$ cat src/rtl/hilo_muldiv.sv
// Iterative 32-bit multiply/divide unit with HI/LO result registers.
// One shift-add or restoring-subtract step per cycle; results are written 32 cycles after accept.
module hilo_muldiv (
  input  logic        clk,
  input  logic        reset,
  input  logic        start,
  input  logic [1:0]  op,
  input  logic [31:0] rs_val,
  input  logic [31:0] rt_val,
  input  logic        mthi,
  input  logic        mtlo,
  input  logic [31:0] wdata,
  output logic [31:0] HI,
  output logic [31:0] LO,
  output logic        busy,
  output logic        done
);

  typedef enum logic {StIdle, StRun} state_e;

  state_e      state_q, state_d;
  logic [4:0]  cnt_q, cnt_d;
  logic        div_q, div_d;
  logic        neg_a_q, neg_a_d, neg_b_q, neg_b_d;
  logic [31:0] rs_q, rs_d;
  logic [31:0] b_q, b_d;
  logic [63:0] acc_q, acc_d;
  logic [31:0] hi_q, hi_d, lo_q, lo_d;
  logic        done_q, done_d;

  logic        in_signed;
  logic [31:0] rs_mag, rt_mag;
  logic [32:0] mul_sum, div_shift, div_diff;
  logic [63:0] mul_next, div_next, iter_next, mul_res;
  logic [31:0] quo, rem, quo_res, rem_res;

  // Signed ops run on magnitudes; signs are reapplied when the result is written.
  assign in_signed = ~op[0];
  assign rs_mag    = (in_signed && rs_val[31]) ? (32'd0 - rs_val) : rs_val;
  assign rt_mag    = (in_signed && rt_val[31]) ? (32'd0 - rt_val) : rt_val;

  always_comb begin
    mul_sum   = {1'b0, acc_q[63:32]} + (acc_q[0] ? {1'b0, b_q} : 33'd0);
    mul_next  = {mul_sum, acc_q[31:1]};
    div_shift = acc_q[63:31];
    div_diff  = div_shift - {1'b0, b_q};
    if (!div_diff[32]) begin
      div_next = {div_diff[31:0], acc_q[30:0], 1'b1};
    end else begin
      div_next = {div_shift[31:0], acc_q[30:0], 1'b0};
    end
    iter_next = div_q ? div_next : mul_next;
    mul_res   = (neg_a_q ^ neg_b_q) ? (64'd0 - iter_next) : iter_next;
    quo       = iter_next[31:0];
    rem       = iter_next[63:32];
    quo_res   = (neg_a_q ^ neg_b_q) ? (32'd0 - quo) : quo;
    rem_res   = neg_a_q ? (32'd0 - rem) : rem;
  end

  always_comb begin
    state_d = state_q;
    cnt_d   = cnt_q;
    div_d   = div_q;
    neg_a_d = neg_a_q;
    neg_b_d = neg_b_q;
    rs_d    = rs_q;
    b_d     = b_q;
    acc_d   = acc_q;
    hi_d    = hi_q;
    lo_d    = lo_q;
    done_d  = 1'b0;
    unique case (state_q)
      StIdle: begin
        if (start) begin
          state_d = StRun;
          cnt_d   = 5'd0;
          div_d   = op[1];
          neg_a_d = in_signed & rs_val[31];
          neg_b_d = in_signed & rt_val[31];
          rs_d    = rs_val;
          // Multiply: acc low half holds the multiplier. Divide: it holds the dividend.
          if (op[1]) begin
            b_d   = rt_mag;
            acc_d = {32'd0, rs_mag};
          end else begin
            b_d   = rs_mag;
            acc_d = {32'd0, rt_mag};
          end
        end else begin
          if (mthi) hi_d = wdata;
          if (mtlo) lo_d = wdata;
        end
      end
      StRun: begin
        acc_d = iter_next;
        cnt_d = cnt_q + 5'd1;
        if (cnt_q == 5'd31) begin
          state_d = StIdle;
          done_d  = 1'b1;
          if (!div_q) begin
            hi_d = mul_res[63:32];
            lo_d = mul_res[31:0];
          end else if (b_q == 32'd0) begin
            hi_d = rs_q;
            lo_d = 32'hFFFF_FFFF;
          end else begin
            hi_d = rem_res;
            lo_d = quo_res;
          end
        end
      end
      default: state_d = StIdle;
    endcase
  end

  always_ff @(posedge clk or posedge reset) begin
    if (reset) begin
      state_q <= StIdle;
      cnt_q   <= 5'd0;
      div_q   <= 1'b0;
      neg_a_q <= 1'b0;
      neg_b_q <= 1'b0;
      rs_q    <= 32'd0;
      b_q     <= 32'd0;
      acc_q   <= 64'd0;
      hi_q    <= 32'd0;
      lo_q    <= 32'd0;
      done_q  <= 1'b0;
    end else begin
      state_q <= state_d;
      cnt_q   <= cnt_d;
      div_q   <= div_d;
      neg_a_q <= neg_a_d;
      neg_b_q <= neg_b_d;
      rs_q    <= rs_d;
      b_q     <= b_d;
      acc_q   <= acc_d;
      hi_q    <= hi_d;
      lo_q    <= lo_d;
      done_q  <= done_d;
    end
  end

  assign HI   = hi_q;
  assign LO   = lo_q;
  assign busy = (state_q == StRun);
  assign done = done_q;

endmodule

$ cat config.mk
export PLATFORM = sky130hd
export DESIGN_NAME = hilo_muldiv
export DESIGN_NICKNAME = d
export VERILOG_FILES = /design/src/rtl/hilo_muldiv.sv
export SDC_FILE = /design/constraint.sdc
export NUM_CORES = 1
export LEC_CHECK = 0
export BUFFER_PORTS_ARGS = -buffer_cell sky130_fd_sc_hd__buf_2
export CORE_MARGIN = 2
export CORE_UTILIZATION = 54
export DETAILED_ROUTE_END_ITERATION = 10
export GPL_TIMING_DRIVEN = 0
export PLACE_DENSITY = 0.73
export REMOVE_ABC_BUFFERS = 1
export SYNTH_ARGS = -nofsm -noshare
export SYNTH_HDL_FRONTEND = slang
export SYNTH_SLANG_ARGS = --single-unit
$ cat constraint.sdc
create_clock -name clk -period 9.55 [get_ports clk]
set_clock_uncertainty 0.05 [all_clocks]
set_input_delay 1.91 -clock clk [delete_from_list [all_inputs] [get_ports clk]]
set_output_delay 1.91 -clock clk [all_outputs]
set_load 0.1 [all_outputs]
* Word level (Yosys, flattened, before mapping)
Cells that the tools add are included.
Storage, ports and cells: register bits 202, bits in latches 0, RAM bits 0, memory bits (read-only) 0, output and inout bits 66, logic and storage cells 67, memories kept 0
Operators by class: add/subtract/negate cells 8, multipliers 0, divide/modulo/power cells 0, magnitude comparators 0, eq/ne operators 6, shifts and indexed selects 0, mux-type cells 31, bitwise gates (word level) 5, reductions and logical operators 6
Operators by type and width (number):
- $mux 32 | 17
- $mux 64 | 4
- $pmux 32 s2 | 2
- $pmux 64 s2 | 1
- $sub 1x32->32 const A | 4
- $sub 1x64->64 const A | 1
- $add 32x32->33 | 1
- $sub 33x32->33 | 1
- $logic_not 32->1 | 1
- $pmux 5 s2 | 1
- $ne 2x2->1 const B | 4
- $reduce_and 3->1 | 2
- $add 5x1->5 const B | 1
- $eq 5x5->1 const B | 1
- $mux 5 | 1
- $mux 1 | 4
- $and 1x1->1 | 2
- $logic_and 1x1->1 | 2
- $ne 2x1->1 const B | 1
- $not 1->1 | 2
- $pmux 1 s2 | 1
- $reduce_and 2->1 | 1
- $xor 1x1->1 | 1

* Longest topological paths before layout
word-level depth 9, mapped depth 25, mapped depth without buffers 24

* Worst setup path after synthesis
Ideal clock, no wire load.
path kind register to register, from register acc_q[31], to register hi_q[28] (netlist: HI[28]), setup time 0.126 ns, arrival 4.973 ns, required time 9.374 ns, setup slack 4.401 ns, stages on the path, launching flop included 24, buffers on the path 1, clock period less this slack 5.149 ns, cells stage by stage dfrtp_1 inv_1 ha_1 inv_1 fa_1 a211oi_1 o211ai_2 a21oi_2 a2111oi_2 o21ai_0 nand2_1 a21oi_1 ha_1 o21ai_0 nor3_1 o21ai_0 nor3_1 and3_1 clkbuf_1 a31oi_1 o31ai_1 xor2_1 a21o_1 a221o_1
On the way: longest elaborated chain between the ends 9, elaborated cells on any way between the ends 11
RTL lines:
- from (decl) | RTL line 27 | logic [63:0] acc_q, acc_d;
- from (signal assigned) | RTL line 125 | acc_q <= 64'd0;
- from (signal assigned) | RTL line 137 | acc_q <= acc_d;
- $sub 33x32->33 | RTL line 46 | div_diff = div_shift - {1'b0, b_q};
- $mux 64 | RTL line 47 | if (!div_diff[32]) begin
- $mux 64 (*) | RTL line 52 | iter_next = div_q ? div_next : mul_next;
- $sub 1x32->32 | RTL line 57 | rem_res = neg_a_q ? (32'd0 - rem) : rem;
- $mux 32 | RTL line 57
- $mux 32 | RTL line 103 | end else if (b_q == 32'd0) begin
- $mux 32 (*) | RTL line 100 | if (!div_q) begin
- $mux 32 (*) | RTL line 97 | if (cnt_q == 5'd31) begin
- $pmux 32 s2 (*) | RTL line 72 | unique case (state_q)
- to (signal assigned) | RTL line 138 | hi_q <= hi_d;
- to (decl) | RTL line 28 | logic [31:0] hi_q, hi_d, lo_q, lo_d;
Mark *: on every way between the ends. The rest lies on a longest branch, timed or not. The select of a mux whose other input is x is not followed. A chain may end at the register's enable or synchronous reset.

* Worst setup path after layout
Same ends and word-level chain as after synthesis.

==> metrics.log <==
INFO  metric leftover_overflow_at_the_end_of_global_routing = 0
INFO  metric outcome = completed
INFO  metric sequential_fraction_of_the_synthesis_area = 0.270
INFO  metric place.port_buffers = 168
INFO  metric place_ws = 1.65 ns
INFO  metric crit-reg2reg-launch = acc_q[31]
INFO  metric rsz0062_at_grt = no
INFO  metric r2r_setup_slack = 1.09 ns
INFO  metric grt_pass1_vias = around 18000
INFO  metric register_area = 5060 µm²
INFO  metric setup.worst_path.end_class = register
INFO  metric remaining_drc_errors = 0
INFO  metric clk_pin_slew_worst_paths = 0.06 ns
INFO  metric route.detailed.vias_per_inst = roughly 6.6
INFO  metric dp_hpwl = 54000 µm
INFO  metric clockBufferDepth = 3
INFO  metric clock_sink_count = 202
INFO  metric worst-setup-path-type = register to register
INFO  metric finalSetupTns = 0 ns
INFO  metric place_congestion = 0.963
INFO  metric multi_input_area = 12800 µm²
INFO  metric synth_area_in_compound_gates = 0.277
INFO  metric worst_hold_slack = roughly 0.44 ns
INFO  metric yosys_register_bits = 202
INFO  metric synth_top_family_by_area = compound AO/OA/AOI/OAI gates
INFO  metric drive_above_1_share = 0.128
INFO  metric fillers = ~3200
INFO  metric synth_cell_types = between 90 and 100
INFO  metric worst-endpoint-required = 9.92 ns
INFO  metric synth-edff-count = 0
INFO  metric dieWidth = 190 µm
INFO  metric area_share_of_fa_ha_maj_cells_after_synthesis = 0.0490
INFO  metric synth_top_flop_cell = sky130_fd_sc_hd__dfrtp_1
INFO  metric hold_path_end = cnt_q[3]
INFO  metric setup_violations = 0
INFO  metric fin_crit_sh = 0.886
INFO  metric hold_class = register to register
INFO  metric crit_path_frequent_cell = sky130_fd_sc_hd__o21ai_0
INFO  metric cts_buffers = 25
INFO  metric cpPeakStageDelay = around 0.75 ns
INFO  metric min_from = cnt_q[3]
INFO  metric initial_utilization = 0.545
INFO  metric grt_max_degree = 111
INFO  metric number_of_instances_resized_during_post_cts_repair = 0
INFO  metric vias = between 15000 and 20000
INFO  metric clock_insertion_delay_worst_skew = 0.53 ns
INFO  metric syn-cell-area = 18700 µm²
INFO  metric detailedRoute.firstPassIterationCount = 6
INFO  metric cts-htree-levels = 1
INFO  metric cp_data_arrival_time = 8.82 ns
INFO  metric flow.area_growth_from_synthesis = 10.8%
INFO  metric drv.max_cap_violation_count = 0
INFO  metric post_cts_buffers = 0
INFO  metric cp-startpoint = acc_q[31]
INFO  metric hold_viol = 0
INFO  metric finalCriticalPeriod = ~8.5 ns
INFO  metric async_reset_ff_frac = 1.00
INFO  metric cts.root.buffer_cell = sky130_fd_sc_hd__clkbuf_16
INFO  metric synth_xor_xnor_area_share = 0.0834
INFO  metric critical-path-slowest-cell = sky130_fd_sc_hd__o21ai_0
INFO  metric die_area = 36100 µm²
INFO  metric layout.cell_area.non_filler = around 21000 µm²
INFO  metric post_synth_main_area_contributors = sky130_fd_sc_hd__dfrtp_1 27%, sky130_fd_sc_hd__nand2_1 6.4%, sky130_fd_sc_hd__a21oi_1 6.0%, sky130_fd_sc_hd__o21ai_0 6.0%, sky130_fd_sc_hd__xnor2_1 5.3%
INFO  metric postPlaceCellArea = around 20000 µm²
INFO  metric initialDrtViolationCount = 1853
INFO  metric worst_slew_margin_rel = 0.0246
INFO  metric wire_length_of_the_first_global_routing_pass = about 110000 µm
INFO  metric avgSynthCellArea = 7.66 µm²
INFO  metric max_slew.worst_pin.slew = about 1.5 ns
INFO  metric synth.top_cell.area_share = 0.270
INFO  metric finalMaxSlewViolations = 0
INFO  metric die_h = 190 µm
INFO  metric rr_worst_depth = 22
INFO  metric critical_path.max_fanout = 6
INFO  metric fmax = 0.118 GHz
INFO  metric postSynthCellCount = 2439
INFO  metric top_level_ports = 169
INFO  metric hold_path_depth = 1
INFO  metric core-area = 34300 µm²
INFO  metric synth.largest_area_cell = sky130_fd_sc_hd__dfrtp_1
INFO  metric gr-usage-all-layers = 0.382
INFO  metric worst_setup_path_start_kind = register
INFO  metric synth_simple_gate_area_share = 0.226
INFO  metric layout.nets = between 2000 and 3000
INFO  metric cts_hold_repair.buffers = 0
INFO  metric crit_path_cell_trace = inv_1 -> ha_1 -> inv_1 -> fa_1 -> a211oi_1 -> o211ai_2 -> a21oi_2 -> a2111oi_2 -> o21ai_0 -> nand2_1 -> a21oi_1 -> ha_1 -> o21ai_0 -> nor3_1 -> o21ai_0 -> nor3_1 -> and3_1 -> a31oi_1 -> o31ai_1 -> xor2_1 -> a21o_1 -> a221o_1
INFO  metric route.final.wire_length = 70800 µm
INFO  metric wire_per_inst = 23.8 µm
INFO  metric grt_antenna_before_repair = 4
INFO  metric regToRegEndpoint = HI[28]
INFO  metric synth_warnings = 0
INFO  metric tritoncts = built
INFO  metric floorplan.rows = between 60 and 70
INFO  metric number_of_nets_with_antenna_violations_after_detailed_routing = 0
INFO  metric final_critical_path_setup_slack = approximately 1.1 ns
INFO  metric synth.area.mux_share = 0.0477
-- final cells by class --
| type | count | share of cell area |
|---|---|---|
| well taps | 455 | 0.0275 |
| clock buffers | 36 | 0.0346 |
| inverters | 64 | 0.0121 |
| flip-flops and latches | 202 | 0.244 |
| repair buffers | 182 | 0.0552 |
| clock inverters | 9 | 0.00616 |
| multi-input cells | 2022 | 0.620 |
| diodes | 2 | 0.000242 |
-- worst max-delay path, delay by kind of cell, from the launching register on --
kind / cells / cell delay (ns)
flops: 1 / 0.60
fa+ha+maj: 3 / 0.88
simple gates: 4 / 2.14
compound gates: 12 / 4.29
buf+inv: 2 / 0.23
xor+xnor: 1 / 0.12
-- cells in the final DEF (no fill, tap or decap), types with 8 or more instances in the layout --
master	count
sky130_fd_sc_hd__a211oi_1	54
sky130_fd_sc_hd__a21boi_0	12
sky130_fd_sc_hd__a21o_1	26
sky130_fd_sc_hd__a21oi_1	225
sky130_fd_sc_hd__a221o_1	8
sky130_fd_sc_hd__a221oi_1	15
sky130_fd_sc_hd__a31oi_1	45
sky130_fd_sc_hd__a41oi_1	14
sky130_fd_sc_hd__and2_1	54
sky130_fd_sc_hd__and3_1	24
sky130_fd_sc_hd__buf_2	166
sky130_fd_sc_hd__clkbuf_16	25
sky130_fd_sc_hd__dfrtp_1	200
sky130_fd_sc_hd__ha_1	70
sky130_fd_sc_hd__inv_1	61
sky130_fd_sc_hd__mux2_2	37
sky130_fd_sc_hd__mux2i_1	46
sky130_fd_sc_hd__nand2_1	316
sky130_fd_sc_hd__nand2b_1	23
sky130_fd_sc_hd__nand3_1	34
sky130_fd_sc_hd__nand4_1	21
sky130_fd_sc_hd__nor2_1	190
sky130_fd_sc_hd__nor2b_1	39
sky130_fd_sc_hd__nor3_1	72
sky130_fd_sc_hd__nor4_1	21
sky130_fd_sc_hd__o211ai_1	28
sky130_fd_sc_hd__o21a_1	15
sky130_fd_sc_hd__o21ai_0	223
sky130_fd_sc_hd__o221ai_1	11
sky130_fd_sc_hd__o22ai_1	16
sky130_fd_sc_hd__o31ai_1	29
sky130_fd_sc_hd__o41ai_1	11
sky130_fd_sc_hd__or2_2	11
sky130_fd_sc_hd__or3_1	24
sky130_fd_sc_hd__xnor2_1	113
sky130_fd_sc_hd__xor2_1	63
-- logic make-up after synthesis --
kind of cell	count (synthesis)
simple gates	878
compound gates	810
buf+inv	215
flops	202
xor+xnor	178
mux	84
fa+ha+maj	72
-- how the worst max path moves through the flow --
stage / cells after the start / to
2_1_floorplan: 8 / LO[3]
3_3_place_gp: 8 / LO[3]
3_5_place_dp: 22 / HI[28]
4_1_cts: 22 / HI[28]
5_1_grt: 22 / HI[28]
6_report: 22 / HI[28]
-- cell usage after synthesis (45+ instances only) --
cell type,number
sky130_fd_sc_hd__xnor2_1,114
sky130_fd_sc_hd__mux2i_1,46
sky130_fd_sc_hd__nand2_1,317
sky130_fd_sc_hd__clkbuf_1,114
sky130_fd_sc_hd__dfrtp_1,202
sky130_fd_sc_hd__xor2_1,64
sky130_fd_sc_hd__ha_1,70
sky130_fd_sc_hd__inv_1,64
sky130_fd_sc_hd__a31oi_1,45
sky130_fd_sc_hd__nor3_1,73
sky130_fd_sc_hd__nor2_1,193
sky130_fd_sc_hd__a211oi_1,54
sky130_fd_sc_hd__a21oi_1,225
sky130_fd_sc_hd__o21ai_0,224
sky130_fd_sc_hd__and2_1,54
-- sequential cells by signal, indices dropped and copies added, names as in the netlist --
register	flops
b_q	32
cnt_q	5
LO	32
div_q	1
rs_q	32
busy	1
HI	32
done	1
neg_b_q	1
acc_q	64
neg_a_q	1
-- metrics by stage --
step,util,std cells
after floorplan,-,2288
after global placement,0.568,2911
after detailed placement,0.579,2925
after CTS,0.604,2970
after global routing,0.604,2970
final,0.604,2972
-- per-layer routing --
layer | track usage | up-vias | share of wire
li1 | - | 9000 | -
met1 | 0.518 | 9475 | 0.42
met2 | 0.601 | 978 | 0.44
met3 | 0.0611 | 184 | 0.084
met4 | 0.171 | 4 | 0.053
met5 | 0 | - | 0.00025
Power is not shown: default switching activity piles up to over one toggle a cycle in this logic, so the estimate is an artifact.
